[src/rtl/byte_serial_mult_ctrl.sv]
// Byte-serial unsigned multiplier: p = a * b, consuming one byte of b per cycle, MSB byte first.
// Define EARLY_TERM_EN to skip leading zero bytes of b (b == 0 completes at the accept edge).
module byte_serial_mult_ctrl #(
    parameter int BYTES = 5
) (
    input  logic                   clk,
    input  logic                   rst,
    input  logic                   start,
    input  logic [8*BYTES-1:0]     a,
    input  logic [8*BYTES-1:0]     b,
    output logic                   ready,
    output logic                   busy,
    output logic                   done,
    output logic [16*BYTES-1:0]    p
);

    localparam int N  = 8 * BYTES;
    localparam int AW = 2 * N;
    localparam int CW = (BYTES > 1) ? $clog2(BYTES) : 1;

    typedef enum logic [1:0] {
        IDLE = 2'd0,
        RUN  = 2'd1,
        DONE = 2'd2
    } state_t;

    state_t          state;
    logic [N-1:0]    a_lat;
    logic [N-1:0]    b_lat;
    logic [AW-1:0]   acc;
    logic [CW-1:0]   cnt;

    logic [7:0]      b_byte;
    logic [N+7:0]    pp;
    logic [AW-1:0]   acc_next;

    always_comb begin
        b_byte = '0;
        for (int i = 0; i < BYTES; i++) begin
            if (cnt == CW'(i)) b_byte = b_lat[8*i +: 8];
        end
    end

    // N x 8 product fits in N+8 bits; the shifted accumulator never exceeds 2N bits.
    assign pp       = {8'b0, a_lat} * {{N{1'b0}}, b_byte};
    assign acc_next = (acc << 8) + AW'(pp);

`ifdef EARLY_TERM_EN
    logic [CW-1:0] msb_idx;

    // Ascending scan: the highest nonzero byte wins.
    always_comb begin
        msb_idx = '0;
        for (int i = 0; i < BYTES; i++) begin
            if (b[8*i +: 8] != 8'd0) msb_idx = CW'(i);
        end
    end
`endif

    always_ff @(posedge clk or posedge rst) begin
        if (rst) begin
            state <= IDLE;
            ready <= 1'b1;
            busy  <= 1'b0;
            done  <= 1'b0;
            p     <= '0;
            acc   <= '0;
            cnt   <= '0;
            a_lat <= '0;
            b_lat <= '0;
        end else begin
            case (state)
                IDLE: begin
                    if (start) begin
                        a_lat <= a;
                        b_lat <= b;
                        acc   <= '0;
                        ready <= 1'b0;
                        busy  <= 1'b1;
`ifdef EARLY_TERM_EN
                        if (b == '0) begin
                            cnt   <= '0;
                            p     <= '0;
                            done  <= 1'b1;
                            state <= DONE;
                        end else begin
                            cnt   <= msb_idx;
                            state <= RUN;
                        end
`else
                        cnt   <= CW'(BYTES - 1);
                        state <= RUN;
`endif
                    end
                end
                RUN: begin
                    acc <= acc_next;
                    if (cnt == '0) begin
                        p     <= acc_next;
                        done  <= 1'b1;
                        state <= DONE;
                    end else begin
                        cnt <= cnt - CW'(1);
                    end
                end
                DONE: begin
                    done  <= 1'b0;
                    busy  <= 1'b0;
                    ready <= 1'b1;
                    state <= IDLE;
                end
                default: begin
                    done  <= 1'b0;
                    busy  <= 1'b0;
                    ready <= 1'b1;
                    state <= IDLE;
                end
            endcase
        end
    end

endmodule

[config.mk]
export PLATFORM = sky130hd
export DESIGN_NAME = byte_serial_mult_ctrl
export DESIGN_NICKNAME = d
export VERILOG_FILES = /design/src/rtl/byte_serial_mult_ctrl.sv
export SDC_FILE = /design/constraint.sdc
export NUM_CORES = 1
export LEC_CHECK = 0
export CAP_MARGIN = 25
export CORE_ASPECT_RATIO = 0.6
export CORE_MARGIN = 4
export CORE_UTILIZATION = 60
export DETAILED_ROUTE_END_ITERATION = 7
export GPL_ROUTABILITY_DRIVEN = 0
export GPL_TIMING_DRIVEN = 1
export PLACE_DENSITY = 0.84
export SYNTH_ARGS = -nofsm -noshare
export SYNTH_HDL_FRONTEND = slang
export SYNTH_SLANG_ARGS = --single-unit
export TNS_END_PERCENT = 20
[constraint.sdc]
create_clock -name clk -period 8.6 [get_ports clk]
set_clock_uncertainty 0.1 [all_clocks]
set_input_delay 1.29 -clock clk [delete_from_list [all_inputs] [get_ports clk]]
set_output_delay 1.29 -clock clk [all_outputs]
set_load 0.005 [all_outputs]
==> summary by stage <==
Timing
Timing would allow up to 122 MHz. In this run the tightest slew margin relative to its limit is 33.5%. The actual transition at the worst max-transition pin is 0.998 ns.

The portion of the clock cycle consumed by the worst path in the final layout is 95.5%. Setup repair after global routing left no endpoint under its margin. The final hold violation count is 0. After routing, the total negative slack on setup checks comes to 0 ns. Setup violations remaining at the end of the flow were counted as 0.

The final critical path time including I/O delays and setup is 8.22 ns. The number of pins exceeding their max-slew limit in the final report is 0.

Synthesis
Sequential elements use 28.0% of the synthesized area. The number of synthesized register bits is 240. Each instance of the synthesized netlist takes up on average 9.39 µm². The synthesized design contains 0 enable-type register cells. The mapped netlist covers 0.0214 mm².

The post-synth net total is 2714. During synthesis, Yosys emitted a total of 0 warnings. For this run, asynchronously set or reset flops after synthesis account for 100%. The dominant register cell in the synthesized netlist is sky130_fd_sc_hd__dfrtp_1. The instance count of the mapped netlist is 2283.

Yosys mapped the design onto 63 distinct sky130hd cell types.

Worst setup path
For the worst setup path, the data required time is 8.90 ns. The worst setup path is of the reg -> reg kind. Of all nets on the critical path, the largest fanout is 14.

The arrival time at the worst endpoint is 8.51 ns. The largest single stage delay on the critical path is 0.61 ns. The worst-path cell with the longest stage delay is sky130_fd_sc_hd__fa_1. The kind of launch point of the worst setup path is a register. The worst setup path is captured at a register.

Floorplanning
The die covers 0.0389 mm². For this configuration, the core starts out at a cell density of 61.0%. The number of top-level pins is 166. Measured along the y axis, the die boundary spans 154 µm. The initialized floorplan defines 53 standard-cell rows. The area of the placeable core is 0.0351 mm². The die is 252 µm wide.

Route
In this run the top signal layer used is met4. The routed wire length is 58200 µm. The routed length on met1 is 23300 µm. The residual DRC count is 0. The number of nets with antenna violations after detailed routing is 0. The wire length on met3 is 6210 µm. Using the TritonRoute via totals, the vias-per-cell ratio works out to 5.87. The detailed route wirelength on metal2 is 26800 µm. The detailed router's first-iteration violation count is 1779. The vias after detailed routing is 16842. The count of TritonRoute iterations in the first routing pass is 5. In the final routed layout, each cell accounts on average for 20.3 µm.

Cells and area
At the end of the flow, the number of nets in the layout was 2814. The synthesis-to-finish area growth is 13.5%. The top cell types in the final layout, fill and taps aside, are sky130_fd_sc_hd__inv_1 (348), sky130_fd_sc_hd__nand2_1 (310), sky130_fd_sc_hd__fa_1 (267). The leading cell type in the layout, fill and taps excluded is sky130_fd_sc_hd__inv_1.

The fraction of final layout cells sized beyond drive strength 1 is 7.29%. The number of antenna diodes in the final layout is 0.

GRT
The number of global-route vias before repair was 17860. The total global routing overflow is 0. The first global-routing pass estimated 95300 µm of wire. The number of antenna violations at the first check in global routing is 0.

The largest net degree at the start of global routing is 98. Global routing used 30.7% of the available tracks.

Clocking
The clock passes through at most 3 buffers. The cell sitting at the root of the clock tree is a sky130_fd_sc_hd__clkbuf_16. The clock edge transition at the registers on the reported setup and hold paths is 0.07 ns. In this run the post-CTS setup repair buffer count came out at 0.

The CTS buffer count is 24. TritonCTS built the clock tree. The number of hold-repair buffers added at the cts stage is 0.

The number of sinks driven by the clock tree is 240. CTS built an H-tree with a depth of 1. Gates resized during post-CTS repair numbered 0. The clock insertion delay at the later pin of the skew report is 0.56 ns.

Hold path
The class of the most critical hold timing path is reg -> reg.

Run status
The flow ran to the end, and the final reports show no timing, DRC or antenna violations.

Placed design
The total of buffers placed on input and output ports is 165. The HPWL after detailed placement is 43900 µm.

Run
Max-cap violations in this run came to 0.
registers in the layout (all words and copies together) (netlist names):
name / flops
b_lat: 40
ready: 1
acc: 72
p: 80
state: 2
cnt: 3
busy: 1
a_lat: 40
done: 1
worst paths after layout:
kind                                      from                   to  slack, ns  cells after the start
min reg2reg                acc[38]$_DFFE_PP0P_  acc[38]$_DFFE_PP0P_       0.38                      2
max reg2reg                 cnt[0]$_DFFE_PP0P_    p[67]$_DFFE_PP0P_       0.38                     28
min in group asynchronous                  rst  acc[27]$_DFFE_PP0P_       1.15                      2
max                         cnt[0]$_DFFE_PP0P_    p[67]$_DFFE_PP0P_       0.38                     28
max in group asynchronous                  rst     p[3]$_DFFE_PP0P_       5.82                      3
min                        acc[38]$_DFFE_PP0P_  acc[38]$_DFFE_PP0P_       0.38                      2
per-layer routing:
metal / GRT usage, % / up-vias
li1: - / 7393
met1: 41.9 / 8453
met2: 48.2 / 864
met3: 8.76 / 132
met4: 9.69 / 0
met5: 0 / -
kinds of logic after synthesis:
group	count (synthesis)	share of synthesized area, %
buffers and inverters	462	8.19
adders and majority gates	348	29.7
xor gates and xnor gates	71	2.90
and+or+nand+nor	706	16.3
muxes	92	4.78
DFF	240	28.0
AOI/OAI and AO/OA	364	10.1
critical path, delay by kind of cell, from the launching register on:
family / cells / cell delay (ns)
compound gates: 11 / 3.01
xor+xnor: 1 / 0.27
fa+ha+maj: 6 / 2.70
buf+inv: 5 / 0.57
flops: 1 / 0.41
simple gates: 5 / 0.97
synth_stat cells (all sizes together), types with 2 or more instances:
cell type,n,area (µm²)
a211oi,12,95.1
a21o,21,158
a21oi,84,424
a221oi,2,17.5
a22o,7,61.3
a22oi,8,60.1
a311o,2,20.0
a31oi,6,37.5
a32o,2,20.0
and2,247,1550
and3,14,87.6
buf,18,85.1
clkbuf,95,359
dfrtp,239,5980
fa,267,5350
ha,81,1010
inv,349,1310
mux2,82,923
mux2i,10,100
nand2,311,1170
nand2b,4,25.0
nand3,18,95.1
nand4,23,144
nor2,47,179
nor2b,18,113
nor3,13,65.1
nor3b,4,30.0
nor4,3,18.8
o2111ai,3,26.3
o211ai,8,65.1
o21a,5,37.5
o21ai,177,890
o21bai,10,75.1
o221a,2,22.5
o311ai,2,17.5
o31ai,4,35.0
o41ai,2,25.0
or3,2,12.5
xnor2,23,201
xor2,48,420
through the flow:
step                worst slack, ns  util (%)  hold WS, ns  cells  cell area, µm²
finish                        0.385      69.2        0.380   2868           24300
global route                0.00663      69.2        0.401   2868           24300
CTS                           0.155      69.0        0.385   2867           24300
detailed placement            0.236      66.7        0.371   2823           23400
global placement              0.654      66.7        0.364   2823           23400
floorplan                     0.624         -        0.350   2283           21400
layout make-up:
type                            instances  area (µm²)
Inverter                              349        1320
Timing Repair Buffer                  187        1820
Sequential cell                       240        6010
Multi-Input combinational cell       1581       13800
Fill cell                            2550       10800
Clock buffer                           31         688
Tap cell                              467         584
Clock inverter                         13         129
Power is left out: the tool's default activity adds up to more than one toggle a clock period on the data nets, which glitch-free logic cannot reach.
